File: config.mk
export PLATFORM = sky130hd
export DESIGN_NAME = control_gen_flat
export DESIGN_NICKNAME = d
export VERILOG_FILES = /design/src/rtl/control_gen_if.sv /design/src/rtl/control_gen.sv /design/src/flat_wrapper.sv
export SDC_FILE = /design/constraint.sdc
export NUM_CORES = 1
export LEC_CHECK = 0
export BUFFER_PORTS_ARGS = -buffer_cell sky130_fd_sc_hd__buf_2
export CORE_UTILIZATION = 25
export DETAILED_ROUTE_END_ITERATION = 7
export PLACE_DENSITY_LB_ADDON = 0.08
export SETUP_SLACK_MARGIN = 0.15
export SYNTH_ARGS = -nofsm -noshare
export SYNTH_HDL_FRONTEND = slang
export SYNTH_SLANG_ARGS = --single-unit
export TNS_END_PERCENT = 1
File: constraint.sdc
create_clock -name clk -period 2.1 [get_ports clk]
set_input_delay 0.42 -clock clk [delete_from_list [all_inputs] [get_ports clk]]
set_output_delay 0.42 -clock clk [all_outputs]
set_load 0.02 [all_outputs]
File: src/rtl/control_gen_if.sv
// control_gen_if: ID-stage interface between the decode/hazard unit
// (control_gen) and the surrounding pipeline. The slave modport is the
// control_gen side; the master modport is the pipeline / bench side.
// Optional macro CTRL_PERF_CNT_EN adds the bubble_cnt performance counter.
interface control_gen_if #(
  parameter int CW  = 10,
  parameter int OPW = 6,
  parameter int RW  = 5
);

  // Instruction presented in ID
  logic [OPW-1:0] opcode;
  logic [RW-1:0]  rs;
  logic [RW-1:0]  rt;
  logic           instr_valid;

  // Downstream pipeline control
  logic           hold_in;
  logic           flush;

  // ID/EX control register and hazard outputs
  logic [CW-1:0]  Control;
  logic           ctl_valid;
  logic [RW-1:0]  ex_rt;
  logic           stall;
  logic           illegal;

`ifdef CTRL_PERF_CNT_EN
  logic [15:0]    bubble_cnt;
`endif

  modport slave (
`ifdef CTRL_PERF_CNT_EN
    output bubble_cnt,
`endif
    input  opcode,
    input  rs,
    input  rt,
    input  instr_valid,
    input  hold_in,
    input  flush,
    output Control,
    output ctl_valid,
    output ex_rt,
    output stall,
    output illegal
  );

  modport master (
`ifdef CTRL_PERF_CNT_EN
    input  bubble_cnt,
`endif
    output opcode,
    output rs,
    output rt,
    output instr_valid,
    output hold_in,
    output flush,
    input  Control,
    input  ctl_valid,
    input  ex_rt,
    input  stall,
    input  illegal
  );

endinterface

File: src/rtl/control_gen.sv
// control_gen: ID-stage control word generator.
// Decodes the opcode in ID into the 10-bit control word, registers it into
// the ID/EX control register with a valid flag, inserts bubbles on load-use
// hazards, squashes the slot after an unconditional jump and honours
// downstream hold and branch flush.
// Optional macro CTRL_PERF_CNT_EN adds a saturating 16-bit bubble counter
// (hazard and jump-squash bubbles only).
//
// Control bit map:
//   [9] Saltoincond [8] RegDest [7] FuenteALU [6] MemaReg [5] EscrReg
//   [4] LeerMem     [3] EscrMem [2] SaltoCond [1:0] ALUOp
module control_gen #(
  parameter int CW  = 10,
  parameter int OPW = 6,
  parameter int RW  = 5
) (
  input  logic         clk,
  input  logic         reset,
  control_gen_if.slave bus
);

  localparam logic [OPW-1:0] OP_RTYPE = OPW'(6'b000000);
  localparam logic [OPW-1:0] OP_LW    = OPW'(6'b100011);
  localparam logic [OPW-1:0] OP_SW    = OPW'(6'b101011);
  localparam logic [OPW-1:0] OP_BEQ   = OPW'(6'b000100);
  localparam logic [OPW-1:0] OP_J     = OPW'(6'b000010);
  localparam logic [OPW-1:0] OP_ADDI  = OPW'(6'b001000);

  // Bit position of LeerMem: marks the issued instruction as a load.
  localparam int BIT_MEMREAD = 4;

  typedef enum logic {
    RUN      = 1'b0,
    J_SQUASH = 1'b1
  } state_t;

  // Result of decoding one opcode.
  typedef struct packed {
    logic          illegal;
    logic [CW-1:0] word;
  } dec_t;

  // ID/EX pipeline registers
  logic [CW-1:0] control_p1;
  logic          vld_p1;
  logic [RW-1:0] ex_rt_p1;
  logic          illegal_p1;
  state_t        state_p1;

  // Decode and hazard terms for the instruction in ID
  dec_t          dec_p0;
  logic          rt_used_p0;
  logic          hazard_p0;
  logic          issue_bubble_p0;

  // Opcode -> control word; undecodable opcodes yield a zero word.
  function automatic dec_t decode_op(input logic [OPW-1:0] op);
    dec_t d;
    d.illegal = 1'b0;
    d.word    = '0;
    case (op)
      OP_RTYPE: d.word = CW'(10'h122);
      OP_LW:    d.word = CW'(10'h0F0);
      OP_SW:    d.word = CW'(10'h088);
      OP_BEQ:   d.word = CW'(10'h005);
      OP_J:     d.word = CW'(10'h200);
      OP_ADDI:  d.word = CW'(10'h0A0);
      default:  d.illegal = 1'b1;
    endcase
    return d;
  endfunction

  // Opcodes that read rt as a source operand.
  function automatic logic reads_rt(input logic [OPW-1:0] op);
    return (op == OP_RTYPE) || (op == OP_SW) || (op == OP_BEQ);
  endfunction

  // Stage p0: decode, load-use detection and stall request
  always_comb begin
    dec_p0     = decode_op(bus.opcode);
    rt_used_p0 = reads_rt(bus.opcode);
    hazard_p0  = vld_p1 && control_p1[BIT_MEMREAD] && (ex_rt_p1 != '0) &&
                 ((ex_rt_p1 == bus.rs) || (rt_used_p0 && (ex_rt_p1 == bus.rt)));
    // A hazard bubble is only taken from RUN with a real instruction in ID.
    issue_bubble_p0 = (state_p1 == RUN) && bus.instr_valid && hazard_p0;
  end

  // Stall: hold IF/ID on downstream hold or load-use; flush and reset override.
  assign bus.stall = !reset && !bus.flush && (bus.hold_in || issue_bubble_p0);

  // Stage p1: ID/EX control register and jump-squash FSM
  always_ff @(posedge clk or posedge reset) begin
    if (reset) begin
      control_p1 <= '0;
      vld_p1     <= 1'b0;
      ex_rt_p1   <= '0;
      illegal_p1 <= 1'b0;
      state_p1   <= RUN;
    end else if (bus.flush) begin
      control_p1 <= '0;
      vld_p1     <= 1'b0;
      ex_rt_p1   <= '0;
      illegal_p1 <= 1'b0;
      state_p1   <= RUN;
    end else if (bus.hold_in) begin
      control_p1 <= control_p1;
      vld_p1     <= vld_p1;
      ex_rt_p1   <= ex_rt_p1;
      illegal_p1 <= illegal_p1;
      state_p1   <= state_p1;
    end else if (state_p1 == J_SQUASH) begin
      // The slot after a jump is discarded; wait here until it shows up.
      control_p1 <= '0;
      vld_p1     <= 1'b0;
      ex_rt_p1   <= '0;
      illegal_p1 <= 1'b0;
      state_p1   <= bus.instr_valid ? RUN : J_SQUASH;
    end else if (issue_bubble_p0) begin
      control_p1 <= '0;
      vld_p1     <= 1'b0;
      ex_rt_p1   <= '0;
      illegal_p1 <= 1'b0;
      state_p1   <= RUN;
    end else if (bus.instr_valid) begin
      control_p1 <= dec_p0.word;
      vld_p1     <= 1'b1;
      ex_rt_p1   <= bus.rt;
      illegal_p1 <= dec_p0.illegal;
      state_p1   <= (bus.opcode == OP_J) ? J_SQUASH : RUN;
    end else begin
      control_p1 <= '0;
      vld_p1     <= 1'b0;
      ex_rt_p1   <= '0;
      illegal_p1 <= 1'b0;
      state_p1   <= RUN;
    end
  end

  assign bus.Control   = control_p1;
  assign bus.ctl_valid = vld_p1;
  assign bus.ex_rt     = ex_rt_p1;
  assign bus.illegal   = illegal_p1;

`ifdef CTRL_PERF_CNT_EN
  logic [15:0] bubble_cnt_p1;
  logic        count_bubble_p0;

  // Saturating increment: the counter sticks at all-ones.
  function automatic logic [15:0] sat_inc(input logic [15:0] c);
    return (c == 16'hFFFF) ? c : c + 16'd1;
  endfunction

  // Count only bubbles caused by a load-use hazard or a jump squash.
  assign count_bubble_p0 = !bus.flush && !bus.hold_in &&
                           ((state_p1 == J_SQUASH) || issue_bubble_p0);

  // Stage p1: bubble performance counter
  always_ff @(posedge clk or posedge reset) begin
    if (reset) begin
      bubble_cnt_p1 <= '0;
    end else if (count_bubble_p0) begin
      bubble_cnt_p1 <= sat_inc(bubble_cnt_p1);
    end
  end

  assign bus.bubble_cnt = bubble_cnt_p1;
`endif

endmodule

File: src/flat_wrapper.sv
// flat-port wrapper written by rule: the top's interface ports become plain ports
module control_gen_flat 
#(
  parameter int CW  = 10,
  parameter int OPW = 6,
  parameter int RW  = 5
)
  (clk, reset, bus_opcode, bus_rs, bus_rt, bus_instr_valid, bus_hold_in, bus_flush, bus_Control, bus_ctl_valid, bus_ex_rt, bus_stall, bus_illegal);
  control_gen_if #(.CW(CW), .OPW(OPW), .RW(RW)) bus_i ();
  input  logic clk;
  input  logic reset;
  input wire logic [$bits(bus_i.opcode)-1:0] bus_opcode;
  input wire logic [$bits(bus_i.rs)-1:0] bus_rs;
  input wire logic [$bits(bus_i.rt)-1:0] bus_rt;
  input wire logic [$bits(bus_i.instr_valid)-1:0] bus_instr_valid;
  input wire logic [$bits(bus_i.hold_in)-1:0] bus_hold_in;
  input wire logic [$bits(bus_i.flush)-1:0] bus_flush;
  output wire logic [$bits(bus_i.Control)-1:0] bus_Control;
  output wire logic [$bits(bus_i.ctl_valid)-1:0] bus_ctl_valid;
  output wire logic [$bits(bus_i.ex_rt)-1:0] bus_ex_rt;
  output wire logic [$bits(bus_i.stall)-1:0] bus_stall;
  output wire logic [$bits(bus_i.illegal)-1:0] bus_illegal;
  assign bus_i.opcode = bus_opcode;
  assign bus_i.rs = bus_rs;
  assign bus_i.rt = bus_rt;
  assign bus_i.instr_valid = bus_instr_valid;
  assign bus_i.hold_in = bus_hold_in;
  assign bus_i.flush = bus_flush;
  assign bus_Control = bus_i.Control;
  assign bus_ctl_valid = bus_i.ctl_valid;
  assign bus_ex_rt = bus_i.ex_rt;
  assign bus_stall = bus_i.stall;
  assign bus_illegal = bus_i.illegal;
  control_gen #(.CW(CW), .OPW(OPW), .RW(RW)) u_core (.clk(clk), .reset(reset), .bus(bus_i));
endmodule
==> run metrics <==
status=complete, but fails checks; failing checks=negative setup slack; starting density of the core=26.6%; P_leak=0.701 nW; Multi-input gate area=517 sq um; hold crit path type=primary input to asynchronous set/reset pin; Initial DRC Count=19; GR peak layer=met2; final worst slack=-0.180 ns; total grt overflow=0; pin count of the biggest net entering global routing=16; pre-CTS setup slack=-0.101 ns; R2R Path End=u_core.bus.ex_rt[2]; number of setup violations in the final report=1; Synth cell types=33; die extent in y=62.3 microns; Worst path slowest cell=dfrtp_1; Worst slew margin=59.0%; VDD IR max=0.000171 V; syn_area_per_cell=9.08 sq um; fillers=381; clock-pin slew on the worst setup and hold paths=0.10 ns; #FFs+latches synth=15; Synth Cell Area=908 sq um; Root Driver=clkbuf_4; FP Rows=21; clock sinks=15; ant diodes=0; clk_lat worst skew=0.28 ns; R2R Setup Slk=0.09 ns; syn nets=121; Routed Antenna Nets=0; Critical Path, Cell by Cell=buf_4 -> xor2_1 -> or3_4 -> a211oi_2 -> o21a_2 -> buf_6; CP required=1.68 ns; Worst setup SP type=flop; non-filler instance count after layout=203; Primary FF master, synth=dfrtp_1; R2R cell count=7; detail-routed via count per cell=4.40; Final Wtd Congestion=0.858; yosys warns=0; core area=3420 sq um; Inserted Clock Buffers=3; Setup CP Type=flop to primary output; Post-synth EDFFs=0; CP endpoint kind=primary output; Pins Over Slew Limit=0; Mapped Cells=100; GRT Overall Usage=14.0%; Max FO, Critical Path=4; Area Overhead vs Synth=49.2%; Slew @ Worst Pin=0.614 ns; most numerous cell in the Yosys netlist=nand2_1; Final Hold Fails=0; Min Hold Slack=0.203 ns; first-pass GRT wire length=4310 microns; met2 usage=22.7%; 1st-pass router iterations=4; grt met1 use=18.5%; DRC Markers=0; Setup TNS=-0.180 ns; f_max=439 MHz; H-Tree Depth=1; reg2reg start=u_core.bus.ex_rt[1]; Synth top area share=41.3%; final period utilization=109%; IO Port Bufs=38; CTS tree=yes; HPWL after DPL=1820 microns; Final Power=0.609 mW; RSZ-0062 raised after global routing=true; Yosys top cell by area=dfrtp_1; Area contributors post-synth=dfrtp_1, nand2_1, xor2_1; Layout Nets=179; Worst Path Arrival=1.86 ns; Total Die Area=3880 sq um; post-layout min period=2.28 ns; post-synthesis async set-or-reset flop share=100%; layout cell share with drive strength beyond 1=49.7%; final wirelength=2460 microns; Cells after DPL=193; post-synthesis sequential area ratio=41.3%; crit-path max cell delay=0.42 ns; WL/cell=12.1 microns; Die Wd=62.3 microns; vias in the first global route=921; Global Route met3 Usage=4.04%; CP bufs+invs=2; Max Clock Skew=0.0103 ns; io pins=39; # hold bufs at CTS=0; synth cell count leaders=nand2_1, dfrtp_1, o21ai_1, inv_1, xor2_1; number of max-cap violations=0; Longest Clk Path Bufs=2; crit-path leading delay family=flip-flops; vias=893; Cell Pwr Density=449 nW/um^2; FF/Latch Area=378 sq um; initial antenna violation count=0
[cell families (layout without fill, tap and decap cells)]
family | Yosys count | count (layout) | share of synthesized area, %
AO/OA/AOI/OAI | 21 | 21 | 18.7
XOR/XNOR | 10 | 10 | 9.64
adder cells (fa/ha/maj) | 1 | 1 | 1.10
buffers and inverters | 12 | 69 | 7.02
flip-flops | 15 | 15 | 41.3
AND/OR/NAND/NOR | 41 | 41 | 22.2
[worst max-delay path by stage]
stage	start	end	slack, ns	depth (start not counted)
2_1_floorplan	u_core.bus.ex_rt[4]	bus_stall	0.15	4
3_3_place_gp	bus_opcode[0]	bus_stall	-0.09	7
3_5_place_dp	bus_rt[4]	bus_stall	-0.10	7
4_1_cts	u_core.bus.ex_rt[2]	bus_stall	-0.24	6
5_1_grt	u_core.bus.ex_rt[2]	bus_stall	-0.27	6
6_report	u_core.bus.ex_rt[4]	bus_stall	-0.18	6
[what timing repair did]
item | in CTS | in global routing
setup endpoints to repair | 7 | 14
pin swaps | 6 | 9
setup buffers | 4 | 2
gates resized for setup | 5 | 6
[report_power, final]
part           internal, mW  switching [mW]
sequential            0.295         0.00622
clock                0.0737          0.0956
combinational        0.0644          0.0740
[cell type report]
class                      count  share of cell area (%)
sequential                    15                    27.9
inverter                       7                    1.94
tap                           46                    4.25
timing repair buffer          58                    25.9
clock buffer                   4                    1.94
multi-input combinational     73                    38.1
[cell usage in the layout, fill, tap and decap left out, drive strengths merged, types with 2 or more instances in the layout]
cell type	count
buf	58
clkbuf	4
dfrtp	15
inv	7
nand2	20
nand2b	3
nand3	2
nor2	4
nor4	2
o21a	2
o21ai	10
o31ai	3
or3	3
xnor2	4
xor2	6
[stage by stage]
stage          instance area [sq um]  utilization (%)
4_1_cts                         1310             38.2
3_5_place_dp                    1230             36.0
6_report                        1360             39.7
5_1_grt                         1360             39.7
2_1_floorplan                    916                -
3_3_place_gp                    1230             36.0
[metal layers]
layer	vias to the layer above	wire length, microns
li1	453	-
met1	411	1200
met2	27	1110
met3	2	126
met4	0	16
met5	-	0
[sequential cells by signal, indices dropped and copies added (netlist names)]
register and flops:
u_core.bus.ctl_valid 1, u_core.bus.illegal 1, u_core.bus.Control 7, u_core.state_p1 1, u_core.bus.ex_rt 5
Note: power is estimated with default switching activity, not from simulation.
